[src/rtl/rst_seq_gen.sv]
// rst_seq_gen
//
// Single-clock reset sequencer. It merges four reset sources into one
// trigger: external, auxiliary, clock-locked and software. It holds every
// reset output low for a minimum number of trigger-free cycles. It then
// releases the interconnect resets in index order, one every STAGE_GAP
// cycles, and releases the peripheral reset last. A sticky cause register
// records which sources have requested a reset since it was last cleared.
//
// Parameters
//   NUM_OUT      number of interconnect reset outputs (1..8)
//   SYNC_STAGES  synchroniser depth for ext/aux/locked inputs (>= 2)
//   MIN_ASSERT   trigger-free cycles required before the first release (>= 1)
//   STAGE_GAP    cycles between successive releases (>= 1)
//
// Ports
//   aclk                  sole clock
//   aresetn               asynchronous active-low power-on reset
//   ext_resetn            async external reset request, active-low
//   aux_resetn            async auxiliary reset request, active-low
//   dcm_locked            async clock-locked status, low requests reset
//   sw_reset              aclk-synchronous single-cycle request, active-high
//   cause_clr             aclk-synchronous pulse that clears cause
//   interconnect_aresetn  staged active-low resets, index 0 released first
//   peripheral_aresetn    active-low reset, released after all interconnect
//   ready                 high once every reset output is released
//   cause                 sticky {por, sw, locked, aux, ext}
//
// All outputs are registered.

module rst_seq_gen #(
  parameter int NUM_OUT     = 3,
  parameter int SYNC_STAGES = 2,
  parameter int MIN_ASSERT  = 16,
  parameter int STAGE_GAP   = 4
) (
  input  logic               aclk,
  input  logic               aresetn,
  input  logic               ext_resetn,
  input  logic               aux_resetn,
  input  logic               dcm_locked,
  input  logic               sw_reset,
  input  logic               cause_clr,
  output logic [NUM_OUT-1:0] interconnect_aresetn,
  output logic               peripheral_aresetn,
  output logic               ready,
  output logic [4:0]         cause
);

  // The counter must hold the larger of the two terminal counts without
  // wrapping.
  localparam int CNT_MAX = (MIN_ASSERT > STAGE_GAP) ? MIN_ASSERT : STAGE_GAP;
  localparam int CW      = $clog2(CNT_MAX + 1);

  localparam logic [CW-1:0]      ASSERT_LAST = CW'(MIN_ASSERT - 1);
  localparam logic [CW-1:0]      GAP_LAST    = CW'(STAGE_GAP - 1);
  localparam logic [CW-1:0]      CNT_ONE     = CW'(1);
  localparam logic [NUM_OUT-1:0] FIRST_OUT   = NUM_OUT'(1);

  typedef enum logic [1:0] {
    ST_ASSERT  = 2'd0,
    ST_RELEASE = 2'd1,
    ST_RUN     = 2'd2
  } state_t;

  // --------------------------------------------------------------------
  // Input synchronisers
  // --------------------------------------------------------------------
  // The flops reset to 0, so each active-low request reads as asserted
  // until a 1 has travelled through the chain. fill_sync runs alongside
  // the chains and marks when their outputs reflect real input values.
  logic [SYNC_STAGES-1:0] ext_sync;
  logic [SYNC_STAGES-1:0] aux_sync;
  logic [SYNC_STAGES-1:0] lock_sync;
  logic [SYNC_STAGES-1:0] fill_sync;

  always_ff @(posedge aclk or negedge aresetn) begin
    if (!aresetn) begin
      ext_sync  <= '0;
      aux_sync  <= '0;
      lock_sync <= '0;
      fill_sync <= '0;
    end else begin
      ext_sync  <= {ext_sync[SYNC_STAGES-2:0], ext_resetn};
      aux_sync  <= {aux_sync[SYNC_STAGES-2:0], aux_resetn};
      lock_sync <= {lock_sync[SYNC_STAGES-2:0], dcm_locked};
      fill_sync <= {fill_sync[SYNC_STAGES-2:0], 1'b1};
    end
  end

  logic ext_s;
  logic aux_s;
  logic lock_s;
  logic primed;

  assign ext_s  = ext_sync[SYNC_STAGES-1];
  assign aux_s  = aux_sync[SYNC_STAGES-1];
  assign lock_s = lock_sync[SYNC_STAGES-1];
  assign primed = fill_sync[SYNC_STAGES-1];

  // The zero-fill still holds the sequencer in reset. It is not recorded
  // as a source, so a clean power-on reports por only. A source that is
  // still held active once the chain has filled is recorded as usual.
  logic trigger;
  logic [4:0] src;

  assign trigger = ~ext_s | ~aux_s | ~lock_s | sw_reset;
  assign src     = {1'b0, sw_reset, primed & ~lock_s,
                    primed & ~aux_s, primed & ~ext_s};

  // --------------------------------------------------------------------
  // Cause register
  // --------------------------------------------------------------------
  // A source active on the clearing edge survives the clear.
  logic [4:0] cause_q;

  always_ff @(posedge aclk or negedge aresetn) begin
    if (!aresetn) begin
      cause_q <= 5'b10000;
    end else if (cause_clr) begin
      cause_q <= src;
    end else begin
      cause_q <= cause_q | src;
    end
  end

  assign cause = cause_q;

  // --------------------------------------------------------------------
  // Sequencer FSM
  // --------------------------------------------------------------------
  // icn_q is a thermometer code: the released interconnect outputs are
  // always a contiguous run from index 0. A new output is released by
  // shifting in a 1. Once the code is all ones, the next gap releases the
  // peripheral reset.
  state_t              state_q;
  state_t              state_d;
  logic [CW-1:0]       cnt_q;
  logic [CW-1:0]       cnt_d;
  logic [NUM_OUT-1:0]  icn_q;
  logic [NUM_OUT-1:0]  icn_d;
  logic                per_q;
  logic                per_d;
  logic                rdy_q;
  logic                rdy_d;

  always_ff @(posedge aclk or negedge aresetn) begin
    if (!aresetn) begin
      state_q <= ST_ASSERT;
      cnt_q   <= '0;
      icn_q   <= '0;
      per_q   <= 1'b0;
      rdy_q   <= 1'b0;
    end else begin
      state_q <= state_d;
      cnt_q   <= cnt_d;
      icn_q   <= icn_d;
      per_q   <= per_d;
      rdy_q   <= rdy_d;
    end
  end

  always_comb begin
    state_d = state_q;
    cnt_d   = cnt_q;
    icn_d   = icn_q;
    per_d   = per_q;
    rdy_d   = rdy_q;

    case (state_q)
      ST_ASSERT: begin
        icn_d = '0;
        per_d = 1'b0;
        rdy_d = 1'b0;
        if (trigger) begin
          // Any request restarts the minimum-assertion window.
          cnt_d = '0;
        end else if (cnt_q == ASSERT_LAST) begin
          cnt_d   = '0;
          icn_d   = FIRST_OUT;
          state_d = ST_RELEASE;
        end else begin
          cnt_d = cnt_q + CNT_ONE;
        end
      end

      ST_RELEASE: begin
        if (trigger) begin
          // No partial hold: everything drops and release restarts at 0.
          cnt_d   = '0;
          icn_d   = '0;
          per_d   = 1'b0;
          rdy_d   = 1'b0;
          state_d = ST_ASSERT;
        end else if (cnt_q == GAP_LAST) begin
          cnt_d = '0;
          if (&icn_q) begin
            per_d   = 1'b1;
            rdy_d   = 1'b1;
            state_d = ST_RUN;
          end else begin
            icn_d = (icn_q << 1) | FIRST_OUT;
          end
        end else begin
          cnt_d = cnt_q + CNT_ONE;
        end
      end

      ST_RUN: begin
        cnt_d = '0;
        if (trigger) begin
          icn_d   = '0;
          per_d   = 1'b0;
          rdy_d   = 1'b0;
          state_d = ST_ASSERT;
        end
      end

      default: begin
        cnt_d   = '0;
        icn_d   = '0;
        per_d   = 1'b0;
        rdy_d   = 1'b0;
        state_d = ST_ASSERT;
      end
    endcase
  end

  assign interconnect_aresetn = icn_q;
  assign peripheral_aresetn   = per_q;
  assign ready                = rdy_q;

endmodule

[config.mk]
export PLATFORM = sky130hd
export DESIGN_NAME = rst_seq_gen
export DESIGN_NICKNAME = d
export VERILOG_FILES = /design/src/rtl/rst_seq_gen.sv
export SDC_FILE = /design/constraint.sdc
export NUM_CORES = 1
export LEC_CHECK = 0
export ABC_AREA = 1
export CORE_MARGIN = 8
export CORE_UTILIZATION = 40
export DETAILED_ROUTE_END_ITERATION = 8
export GPL_ROUTABILITY_DRIVEN = 0
export SLEW_MARGIN = 25
export SYNTH_ARGS = -nofsm -noshare
export SYNTH_HDL_FRONTEND = slang
export SYNTH_SLANG_ARGS = --single-unit
[constraint.sdc]
create_clock -name aclk -period 2.4 [get_ports aclk]
set_clock_uncertainty 0.1 [all_clocks]
set_input_delay 0.36 -clock aclk [delete_from_list [all_inputs] [get_ports aclk]]
set_output_delay 0.36 -clock aclk [all_outputs]
set_load 0.01 [all_outputs]
# --- Word-level counts from Yosys, hierarchy flattened ---
# Index checks and enable logic that the tools add are counted.
classes:
  n_addsub: 1
  muxes: 25
  n_eq_ne: 10
  bitwise: 10
  n_reduce_logical: 5
ops:
  columns: ["cell", "count"]
  rows:
  - ["5-bit two-way mux", 5]
  - ["2-bit two-way mux", 6]
  - ["3-bit two-way mux", 4]
  - ["5-bit case mux with 2 select lines", 1]
  - ["3-bit != test (second input constant)", 3]
  - ["3-bit case mux with 3 select lines", 1]
  - ["3-bit AND reduction", 3]
  - ["1-bit two-way mux", 6]
  - ["2-bit != test (second input constant)", 3]
  - ["2-bit case mux with 3 select lines", 1]
  - ["5-bit by 1-bit adder with 5-bit output (second input constant)", 1]
  - ["5-bit by 2-bit equality test with 1-bit output (second input constant)", 1]
  - ["5-bit by 4-bit equality test with 1-bit output (second input constant)", 1]
  - ["5-bit by 4-bit OR with 5-bit output", 1]
  - ["5-bit AND reduction", 1]
  - ["1-bit bitwise AND", 3]
  - ["1-bit NOT", 3]
  - ["1-bit OR", 3]
  - ["2-bit by 1-bit equality test with 1-bit output (second input constant)", 1]
  - ["2-bit equality test (second input constant)", 1]
  - ["2-bit logical NOT", 1]
  - ["1-bit case mux with 2 select lines", 1]
word_totals:
  elab_cells: 60
  reg_bits: 24
  input_bits: 7

# --- Longest topological paths before layout ---
depth:
  word_depth: 6
  mapped_depth: 8
  depth_no_buf: 8

# --- Least setup slack after synthesis ---
# No wires, ideal clock.
synth_path:
  path_kind: "register to register"
  start: "register cnt_q[0]"
  end: "register icn_q[0] (netlist: interconnect_aresetn[0])"
  arrival_ps: 1203
  required_time_ps: 2182
  synth_period_minus_slack_ps: 1421
  slack_ps: 979
  path_stages_with_launch: 9
  path_cell_list: "dfrtp_1 ha_1 nand3_1 inv_1 ha_1 nand3_1 nand2_1 nor2_1 nor2_1"
synth_between:
  elab_chain_cells: 4
synth_rtl:
  columns: ["item", "line", "text"]
  rows:
  - ["from (decl)", "138", "logic [CW-1:0] cnt_q;"]
  - ["from (signal assigned)", "156", "cnt_q <= cnt_d;"]
  - ["5-bit by 4-bit equality test with 1-bit output", "178", "end else if (cnt_q == ASSERT_LAST) begin"]
  - ["1-bit two-way mux", "178", null]
  - ["1-bit two-way mux", "175", "if (trigger) begin"]
  - ["3-bit case mux with 3 select lines", "170", "case (state_q)"]
  - ["to (signal assigned)", "157", "icn_q <= icn_d;"]
  - ["to (decl)", "140", "logic [NUM_OUT-1:0] icn_q;"]
# Several ways; a longest one is shown, not always the timed one.
# A chain may end at the register's enable or synchronous reset.

# --- Worst setup path after layout ---
layout_path:
  start: "register cause_q[4] (netlist: cause[4])"
  end: "output cause[4]"
layout_rtl:
  columns: ["item", "line", "text"]
  rows:
  - ["from (decl)", "115", "logic [4:0] cause_q;"]
  - ["from (signal assigned)", "121", "cause_q <= src;"]
  - ["from (signal assigned)", "123", "cause_q <= cause_q | src;"]
  - ["to (decl)", "47", "output logic [4:0] cause"]
# No word-level cell between the ends.

==> results.sh <==
export IMPL_hold_end="ext_sync[1]"
export IMPL_antenna_cells=0
export IMPL_syn_inst=92
export IMPL_initial_core_util_pct=41.3
export IMPL_power_density_nw_per_um2=609
export IMPL_holdWs_ps=264
export IMPL_core_um2=2410
export IMPL_grt_pass1_vias=663
export IMPL_status="complete, no violations"
export IMPL_hold_class="reg -> reg"
export IMPL_cts_num_sinks=24
export IMPL_via_count=645
export IMPL_cts_path_max_buffers=2
export IMPL_ys_seq_area_share_pct=60.4
export IMPL_clk_latency_ps=310
export IMPL_grt_pass1_wl_um=2950
export IMPL_p_total_mw=0.759
export IMPL_num_rows=18
export IMPL_stdcell_area_um2=1250
export IMPL_portBuffers=16
export IMPL_syn_cell_area_um2=996
export IMPL_maxSlewViolCount=0
export IMPL_critical_path_max_stage_delay_ps=550
export IMPL_worstPathMaxFanout=2
export IMPL_placed_area_um2=1190
export IMPL_cts_setup_buffers=0
export IMPL_overflow=0
export IMPL_rsz0062_at_grt="false"
export IMPL_dp_hpwl_um=1220
export IMPL_post_place_ws_ps=724
export IMPL_holdPathStages=0
export IMPL_cts_buffers=3
export IMPL_antenna_found_initial=0
export IMPL_fillers=238
export IMPL_synth_async_sr_flop_share_pct=100
export IMPL_crit_chain="clkdlybuf4s50_1"
export IMPL_postCtsResizedCells=0
export IMPL_ioPinCount=17
export IMPL_peakVddDrop_mv=0.537
export IMPL_fmax_mhz=539
export IMPL_drc=0
export IMPL_intPower_mw=0.611
export IMPL_p_leak_nw=0.641
export IMPL_layout_cells_non_filler=142
export IMPL_syn_area_per_cell_um2=10.8
export IMPL_reg2reg_to="interconnect_aresetn[0]"
export IMPL_cap_violations=0
export IMPL_slowest_stage="dfstp_2"
export IMPL_cp_top_family="flip-flops"
export IMPL_crit_type="reg -> out"
export IMPL_area_growth_pct=25.1
export IMPL_die_h_um=65.9
export IMPL_synth_cell_types=23
export IMPL_firstDrtPassIters=3
export IMPL_htreeDepth=1
export IMPL_fp_dieArea_um2=4340
export IMPL_finalSetupViolCount=0
export IMPL_yosys_warnings=0
export IMPL_pwr_share_seq_pct=55.7
export IMPL_synth_edf_count=0
export IMPL_cts_tree="yes"
export IMPL_root_buffer="clkbuf_4"
export IMPL_ys_seq_elements=24
export IMPL_hold_viol_final=0
export IMPL_min_period_ps=1860
export IMPL_ant_nets=0
export IMPL_regToRegSetupSlack_ps=850
export IMPL_drtIter0Drc=12
export IMPL_wl_per_cell_um=11.0
export IMPL_drt_vias_per_instance=4.54
export IMPL_fin_ws_ps=544
export IMPL_critPathRequiredTime_ps=1940
export IMPL_min_delay_start="ext_sync[0]"
export IMPL_p_switching_mw=0.148
export IMPL_combPwrFrac_pct=6.3
export IMPL_rr_worst_depth=8
export IMPL_worstSetupStartpointType="flop"
export IMPL_ys_flop_type="dfrtp_1"
export IMPL_worstSetupEndpointType="primary output"
export IMPL_final_nets=123
export IMPL_fin_crit_sh_pct=77.3
export IMPL_fin_util_pct=51.7
export IMPL_pwr_share_clk_pct=38.0
export IMPL_rr_startpoint="cnt_q[0]"
export IMPL_placed_cells=138
export IMPL_worstPathArrival_ps=1400
export IMPL_drive_gt1_share_pct=12.5
export IMPL_power_switching_share_pct=19.5
export IMPL_cp_num_buf_inv=1
export IMPL_syn_num_nets=102
export IMPL_clk_pin_slew_ps=120
export IMPL_cts_hold_buf=0
export IMPL_fp_dieW_um=65.9
export IMPL_gr_usage_all_layers_pct=8.54
export IMPL_routed_wirelength_um=1570
export IMPL_tns_ps=0
export IMPL_grt_max_degree=25
==> how the worst max path moves through the flow <==
stage / start / slack (ps) / cells after the start / endpoint
finish: cause[4] / 540 / 1 / cause[4]
global route: cause[4] / 500 / 1 / cause[4]
CTS: cause[4] / 530 / 1 / cause[4]
detailed placement: sw_reset / 720 / 7 / ready
global placement: sw_reset / 740 / 7 / interconnect_aresetn[0]
floorplan: cnt_q[0] / 980 / 8 / interconnect_aresetn[0]
==> per-layer routing <==
metal	up-vias	wire length [um]	GRT usage, %	share of wire, %
li1	333	-	-	-
met1	296	734	10.6	47
met2	12	709	13.0	45
met3	4	104	3.73	6.6
met4	0	19	2.45	1.2
met5	-	0	0	0
==> kinds of logic (layout without fill, tap and decap cells) <==
group / count (synthesis) / count (layout) / synth area share (%)
xor gates and xnor gates: 2 / 2 / 1.76
other: 1 / 1 / 0.377
and+or+nand+nor: 42 / 42 / 24.1
adders and majority gates: 3 / 3 / 3.77
DFF: 24 / 24 / 60.4
AOI/OAI and AO/OA: 7 / 7 / 4.27
buffers and inverters: 13 / 33 / 5.28
==> state kept, by name, summed over array words and instances (netlist names) <==
name,flops
cnt_q,5
fill_sync,2
interconnect_aresetn,3
ext_sync,2
lock_sync,2
aux_sync,2
state_q,2
cause,5
ready,1
==> Yosys cell counts (2+ instances only) <==
library cell,n,area share [%]
ha_1,3,3.8
and2b_1,2,1.5
o22ai_1,3,1.9
nand2_1,14,5.3
o21ai_0,2,1.0
nand4_1,2,1.3
inv_1,11,4.1
nand3_1,10,5.0
nand2_2,2,1.3
nor2_1,6,2.3
xor2_1,2,1.8
dfrtp_1,23,58
nand3_4,2,3.5
==> cell usage in the layout (no fill, tap or decap), types with 3 or more instances in the layout <==
cell type and instances:
nor2_1 6, nand3_1 10, o22ai_1 3, dfrtp_1 23
clkbuf_4 3, nand2_1 14, inv_1 11, ha_1 3
clkdlybuf4s50_1 16
==> power groups by stage <==
stage          Clock (mW)  Sequential (mW)  Combinational (mW)
4_1_cts             0.294            0.423              0.0494
2_1_floorplan           0            0.433              0.0127
3_5_place_dp            0            0.431              0.0493
5_1_grt             0.313            0.425              0.0536
6_report            0.288            0.423              0.0476
3_3_place_gp            0            0.431              0.0487
==> area by class of cell <==
cell class / instances / area (um2) / area share [%]
Timing Repair Buffer: 17 / 168 / 13.5
Sequential cell: 24 / 602 / 48.3
Multi-Input combinational cell: 55 / 342 / 27.4
Inverter: 12 / 45.0 / 3.61
Clock inverter: 1 / 30.0 / 2.41
Tap cell: 30 / 37.5 / 3.01
Clock buffer: 3 / 22.5 / 1.81
==> worst reg2reg max path: cells and delay by family (launching register included) <==
| family | cells | cell delay, ps |
|---|---|---|
| AND/OR/NAND/NOR | 5 | 450 |
| adder cells (fa/ha/maj) | 2 | 450 |
| buffers and inverters | 1 | 50 |
| flip-flops | 1 | 410 |
No activity file was read; power rests on OpenSTA's default activity.
